$ cat src/rtl/sram_write_driver_ctrl_pkg.sv
// Shared types and defaults for the SRAM column write driver.
package sram_wr_pkg;

  localparam logic [1:0] ST_IDLE      = 2'd0;
  localparam logic [1:0] ST_PRECHARGE = 2'd1;
  localparam logic [1:0] ST_DRIVE     = 2'd2;
  localparam logic [1:0] ST_RECOVER   = 2'd3;

  typedef enum logic [1:0] {
    IDLE      = ST_IDLE,
    PRECHARGE = ST_PRECHARGE,
    DRIVE     = ST_DRIVE,
    RECOVER   = ST_RECOVER
  } state_e;

  localparam int unsigned DEF_PRE_CYCLES   = 2;
  localparam int unsigned DEF_DRIVE_CYCLES = 3;
  localparam int unsigned DEF_CNT_W        = 4;

  // Smallest counter width that can hold max(pre, drv) - 1.
  function automatic int unsigned calc_cnt_w(input int unsigned pre, input int unsigned drv);
    int unsigned mx;
    mx = (pre > drv) ? pre : drv;
    return (mx <= 2) ? 1 : $clog2(mx);
  endfunction

endpackage

$ cat src/rtl/sram_write_driver_ctrl_if.sv
// Write-request handshake between the SRAM controller and the column write driver.
interface sram_write_driver_ctrl_if #(
  parameter int unsigned WIDTH = 8
);
  logic             req_valid;
  logic             req_ready;
  logic [WIDTH-1:0] req_data;
  logic [WIDTH-1:0] req_mask;

  modport master (output req_valid, output req_data, output req_mask, input req_ready);
  modport slave  (input req_valid, input req_data, input req_mask, output req_ready);
endinterface

$ cat src/rtl/sram_write_driver_ctrl_timer.sv
// Loadable down-counter timing the precharge and drive phases.
module sram_phase_timer #(
  parameter int unsigned CNT_W = 4
) (
  input  logic             clk,
  input  logic             reset,
  input  logic             load,
  input  logic             en,
  input  logic [CNT_W-1:0] value,
  output logic             zero
);

  logic [CNT_W-1:0] cnt;

  always_ff @(posedge clk) begin
    if (reset) begin
      cnt <= '0;
    end else if (load) begin
      cnt <= value;
    end else if (en && (cnt != '0)) begin
      cnt <= cnt - CNT_W'(1);
    end
  end

  assign zero = (cnt == '0);

endmodule

$ cat src/rtl/sram_write_driver_ctrl.sv
// SRAM column write driver: accepts a masked word, then sequences precharge -> drive -> recover.
module sram_write_driver_ctrl
  import sram_wr_pkg::*;
#(
  parameter int unsigned WIDTH        = 8,
  parameter int unsigned PRE_CYCLES   = DEF_PRE_CYCLES,
  parameter int unsigned DRIVE_CYCLES = DEF_DRIVE_CYCLES,
  parameter int unsigned CNT_W        = DEF_CNT_W
) (
  input  logic                    clk,
  input  logic                    reset,
  sram_write_driver_ctrl_if.slave req,
  input  logic                    rd_active,
  output logic                    precharge_b,
  output logic                    wl_en,
  output logic                    wr_en,
  // True bitline drive; 'bit' is a reserved word in SystemVerilog.
  output logic [WIDTH-1:0]        bit_true,
  output logic [WIDTH-1:0]        bit_bar,
  output logic                    done
);

  state_e           state;
  logic [WIDTH-1:0] data_q;
  logic [WIDTH-1:0] mask_q;
  logic             accept;
  logic             drive;
  logic             t_load;
  logic             t_en;
  logic             t_zero;
  logic [CNT_W-1:0] t_value;

  assign req.req_ready = (state == IDLE) && !rd_active && !reset;
  assign accept        = req.req_valid && req.req_ready;

  // One timer serves both phases: loaded on accept and again on leaving precharge.
  assign t_load  = accept || ((state == PRECHARGE) && t_zero);
  assign t_value = accept ? CNT_W'(PRE_CYCLES - 1) : CNT_W'(DRIVE_CYCLES - 1);
  assign t_en    = (state == PRECHARGE) || (state == DRIVE);

  sram_phase_timer #(
    .CNT_W (CNT_W)
  ) u_timer (
    .clk   (clk),
    .reset (reset),
    .load  (t_load),
    .en    (t_en),
    .value (t_value),
    .zero  (t_zero)
  );

  always_ff @(posedge clk) begin
    if (reset) begin
      state <= IDLE;
    end else begin
      unique case (state)
        IDLE:      if (accept) state <= PRECHARGE;
        PRECHARGE: if (t_zero) state <= DRIVE;
        DRIVE:     if (t_zero) state <= RECOVER;
        RECOVER:   state <= IDLE;
        default:   state <= IDLE;
      endcase
    end
  end

  // Write word is held only by the accept strobe; reset leaves it untouched.
  always_ff @(posedge clk) begin
    if (accept) begin
      data_q <= req.req_data;
      mask_q <= req.req_mask;
    end
  end

  always_comb begin
    drive       = (state == DRIVE);
    precharge_b = drive;
    wl_en       = drive;
    wr_en       = drive;
    done        = (state == RECOVER);
  end

  for (genvar i = 0; i < WIDTH; i++) begin : g_col
    assign bit_true[i] = !(drive && mask_q[i]) || data_q[i];
    assign bit_bar[i]  = !(drive && mask_q[i]) || !data_q[i];
  end

endmodule
$ cat src/flat_wrapper.sv
// flat-port wrapper written by rule: the top's interface ports become plain ports
module sram_write_driver_ctrl_flat import sram_wr_pkg::*;
#(
  parameter int unsigned WIDTH        = 8,
  parameter int unsigned PRE_CYCLES   = DEF_PRE_CYCLES,
  parameter int unsigned DRIVE_CYCLES = DEF_DRIVE_CYCLES,
  parameter int unsigned CNT_W        = DEF_CNT_W
)
  (clk, reset, rd_active, precharge_b, wl_en, wr_en, bit_true, bit_bar, done, req_req_valid, req_req_data, req_req_mask, req_req_ready);
  sram_write_driver_ctrl_if #(.WIDTH(WIDTH)) req_i ();
  input  logic clk;
  input  logic reset;
  input  logic rd_active;
  output logic precharge_b;
  output logic wl_en;
  output logic wr_en;
  output logic [WIDTH-1:0] bit_true;
  output logic [WIDTH-1:0] bit_bar;
  output logic done;
  input wire logic [$bits(req_i.req_valid)-1:0] req_req_valid;
  input wire logic [$bits(req_i.req_data)-1:0] req_req_data;
  input wire logic [$bits(req_i.req_mask)-1:0] req_req_mask;
  output wire logic [$bits(req_i.req_ready)-1:0] req_req_ready;
  assign req_i.req_valid = req_req_valid;
  assign req_i.req_data = req_req_data;
  assign req_i.req_mask = req_req_mask;
  assign req_req_ready = req_i.req_ready;
  sram_write_driver_ctrl #(.WIDTH(WIDTH), .PRE_CYCLES(PRE_CYCLES), .DRIVE_CYCLES(DRIVE_CYCLES), .CNT_W(CNT_W)) u_core (.clk(clk), .reset(reset), .req(req_i), .rd_active(rd_active), .precharge_b(precharge_b), .wl_en(wl_en), .wr_en(wr_en), .bit_true(bit_true), .bit_bar(bit_bar), .done(done));
endmodule
$ cat config.mk
export PLATFORM = sky130hd
export DESIGN_NAME = sram_write_driver_ctrl_flat
export DESIGN_NICKNAME = d
export VERILOG_FILES = /design/src/rtl/sram_write_driver_ctrl_pkg.sv /design/src/rtl/sram_write_driver_ctrl_if.sv /design/src/rtl/sram_write_driver_ctrl_timer.sv /design/src/rtl/sram_write_driver_ctrl.sv /design/src/flat_wrapper.sv
export SDC_FILE = /design/constraint.sdc
export NUM_CORES = 1
export LEC_CHECK = 0
export CAP_MARGIN = 10
export CORE_UTILIZATION = 46
export DETAILED_ROUTE_END_ITERATION = 10
export PLACE_DENSITY = 0.83
export SLEW_MARGIN = 10
export SYNTH_ARGS = -nofsm -noshare
export SYNTH_HDL_FRONTEND = slang
export SYNTH_HIERARCHICAL = 1
export SYNTH_SLANG_ARGS = --single-unit
$ cat constraint.sdc
create_clock -name clk -period 2.85 [get_ports clk]
set_input_delay 0.285 -clock clk [delete_from_list [all_inputs] [get_ports clk]]
set_output_delay 0.285 -clock clk [all_outputs]
set_load 0.01 [all_outputs]
==> results.sh <==
export IMPL_max_freq_mhz=424.1
export IMPL_cp_num_buf_inv=2
export IMPL_place_hpwl_um=1611
export IMPL_rows=17
export IMPL_grt_usage_pct=17.89
export IMPL_syn_inst=88
export IMPL_ff2ff_path_depth=8
export IMPL_stdcell_area_um2=1545
export IMPL_synth_compound_area_share_pct=9.400
export IMPL_synthXorXnorAreaFrac_pct=0
export IMPL_dpl_cell_count=153
export IMPL_area_growth_pct=39.86
export IMPL_ir_drop_v=0.0005918
export IMPL_numCtsBuffers=3
export IMPL_crit_cells=4
export IMPL_worstSetupPathType="flop to primary output"
export IMPL_drv_cap=0
export IMPL_yosysMostFrequentCell="edfxtp_1"
export IMPL_grt_first_pass_wirelength_um=3429
export IMPL_core_area_um2=2233
export IMPL_placed_cell_area_um2=1519
export IMPL_antenna_left=0
export IMPL_start_util_pct=49.47
export IMPL_synth_warnings=6
export IMPL_start_kind="flop"
export IMPL_slowest_delay_ns=0.60
export IMPL_post_drt_wl_per_cell_um=13.24
export IMPL_finalWirelength_um=2079
export IMPL_dieArea_um2=2602
export IMPL_synth_largest_area_cell="edfxtp_1"
export IMPL_netlist_top_cells_area="edfxtp_1, dfxtp_1, ha_1, nand3b_1, nand3_1"
export IMPL_rsz0062_at_grt="no"
export IMPL_die_w_um=51.01
export IMPL_syn_area_um2=1105
export IMPL_p_per_area_nw_per_um2=648.0
export IMPL_worstSkewPairLatency_ns=0.30
export IMPL_final_nets=156
export IMPL_crit_required_ns=2.57
export IMPL_slew_headroom_pct=55.70
export IMPL_drive_gt1_share_pct=6.202
export IMPL_slowest_stage="ha_1"
export IMPL_worstMarginPinSlew_ns=0.6645
export IMPL_drc_errors=0
export IMPL_cts_resized=0
export IMPL_endpoint_kind="primary output"
export IMPL_clockBufferDepth=2
export IMPL_synth_simple_gate_area_share_pct=21.74
export IMPL_synth_top_area_share_pct=43.49
export IMPL_synth_top_family_by_area="simple AND/OR/NAND/NOR gates"
export IMPL_via_count=813
export IMPL_grt_start_max_net_pins=22
export IMPL_crit_chain="inv_1 > ha_1 > nand3_1 > clkdlybuf4s50_1"
export IMPL_worstPathArrival_ns=2.07
export IMPL_seq_area_frac_synth_pct=54.36
export IMPL_hold_class="flop to flop"
export IMPL_p_leak_nw=0.5287
export IMPL_min_period_ns=2.358
export IMPL_synth_avg_cell_area_um2=12.55
export IMPL_instances_no_fill=157
export IMPL_fin_crit_sh_pct=82.73
export IMPL_fp_dieH_um=51.01
export IMPL_ios=41
export IMPL_postCtsSetupRepairBufs=0
export IMPL_antenna_found_initial=0
export IMPL_ys_top_cells_by_count="edfxtp_1, nand3_1, nand3b_1"
export IMPL_fillers=177
export IMPL_synth_cell_type_count=26
export IMPL_holdPathStages=2
export IMPL_cts_hold_buffers=0
export IMPL_clkSinkCount=22
export IMPL_synth_ff_type="edfxtp_1"
export IMPL_finalHoldViolations=0
export IMPL_antenna_cells=0
export IMPL_cts_tree="yes"
export IMPL_fin_worst_skew_ns=0.005392
export IMPL_synthMuxAreaShare_pct=2.718
export IMPL_finalSetupViolCount=0
export IMPL_synth_edf_count=16
export IMPL_drv_slew=0
export IMPL_drtPass1Iterations=4
export IMPL_viasPerCell=5.178
export IMPL_synthArstFlopShare_pct=0
export IMPL_grt_pass1_vias=782
export IMPL_htree_levels=1
export IMPL_io_buffers=40
export IMPL_path_clk_slew_ns=0.11
export IMPL_cp_top_family="buffers and inverters"
export IMPL_synthAdderAreaFrac_pct=6.795
export IMPL_tns_ns=0
export IMPL_synth_seq_cells=22
export IMPL_grt_overflow=0
export IMPL_place_congestion=0.7429
export IMPL_critPathMaxFanout=21
export IMPL_status="completed"
export IMPL_drtIter0Drc=24
export IMPL_cts_root_buffer="clkbuf_4"
-- stage by stage --
stage	power [mW]	hold slack, ns	setup WS [ns]	util, %
6_report	1.001	0.5319	0.4923	69.19
5_1_grt	1.066	0.5228	0.2703	69.19
4_1_cts	1.008	0.5279	0.4723	69.19
3_5_place_dp	0.8683	0.5173	0.6190	68.01
3_3_place_gp	0.8534	0.5078	0.7100	68.01
2_1_floorplan	0.7491	0.3571	0.9931	-
-- cell families after synthesis --
family / after synthesis
buffers and inverters: 11
AO/OA/AOI/OAI: 8
adder cells (fa/ha/maj): 6
AND/OR/NAND/NOR: 37
flip-flops: 22
other: 1
multiplexers: 3
-- where the power goes --
| group | total, mW | internal [mW] | switching [mW] | leakage [nW] |
|---|---|---|---|---|
| Sequential | 0.427 | 0.391 | 0.0353 | 0.196 |
| Clock | 0.139 | 0.0545 | 0.0841 | 0.0150 |
| Combinational | 0.436 | 0.219 | 0.217 | 0.318 |
-- worst min-delay path, cell delays in order (launching register included) --
cell and delay, ns:
dfxtp_1 0.36, nand2b_1 0.08, mux2i_1 0.06
-- placed cells by master, fill, tap and decap left out, drive strengths merged --
cell type and n:
nor3b 1, mux2i 3, o21bai 1, nand4b 1, inv 7, nor2 6, clkdlybuf4s50 40, edfxtp 16
nand2 5, or3b 1, ha 6, a211oi 1, nand2b 3, nand3b 8, nand4bb 1, conb 2
a311o 1, a2bb2oi 1, a311oi 2, nor3 1, clkbuf 4, a21o 1, nor4b 1, a2111oi 1
nand3 9, dfxtp 6
-- path summary, 6_finish.rpt --
path / from / to / slack (ns)
worst max-delay path: u_core/state[0] / bit_bar[2] / 0.49
worst min-delay path: u_core/state[0] / u_core/state[0] / 0.53
worst max register to register: u_core/u_timer/cnt[1] / u_core/u_timer/cnt[1] / 0.82
worst min register to register: u_core/state[0] / u_core/state[0] / 0.53
-- cell type report --
class	count	area (µm²)	area share, %
clock buffers	4	26.28	1.700
well taps	28	35.03	2.267
multi-input cells	56	456.7	29.55
repair buffers	40	400.4	25.91
flip-flops and latches	22	600.6	38.87
inverters	7	26.28	1.700
-- sequential cells by signal, summed over array words and instances, names as in the netlist --
| name | count |
|---|---|
| u_core/data_q | 8 |
| u_core/u_timer/cnt | 4 |
| u_core/state | 2 |
| u_core/mask_q | 8 |
-- metal layers --
metal	GRT usage (%)	vias to the layer above	wire (µm)	part of all wire (%)
met3	2.976	0	126	6.1
li1	-	400	-	-
met4	5.556	0	0	0
met2	31.80	38	1076	52
met5	0	-	0	0
met1	21.88	375	876	42
(Power assumes the default switching activity.)
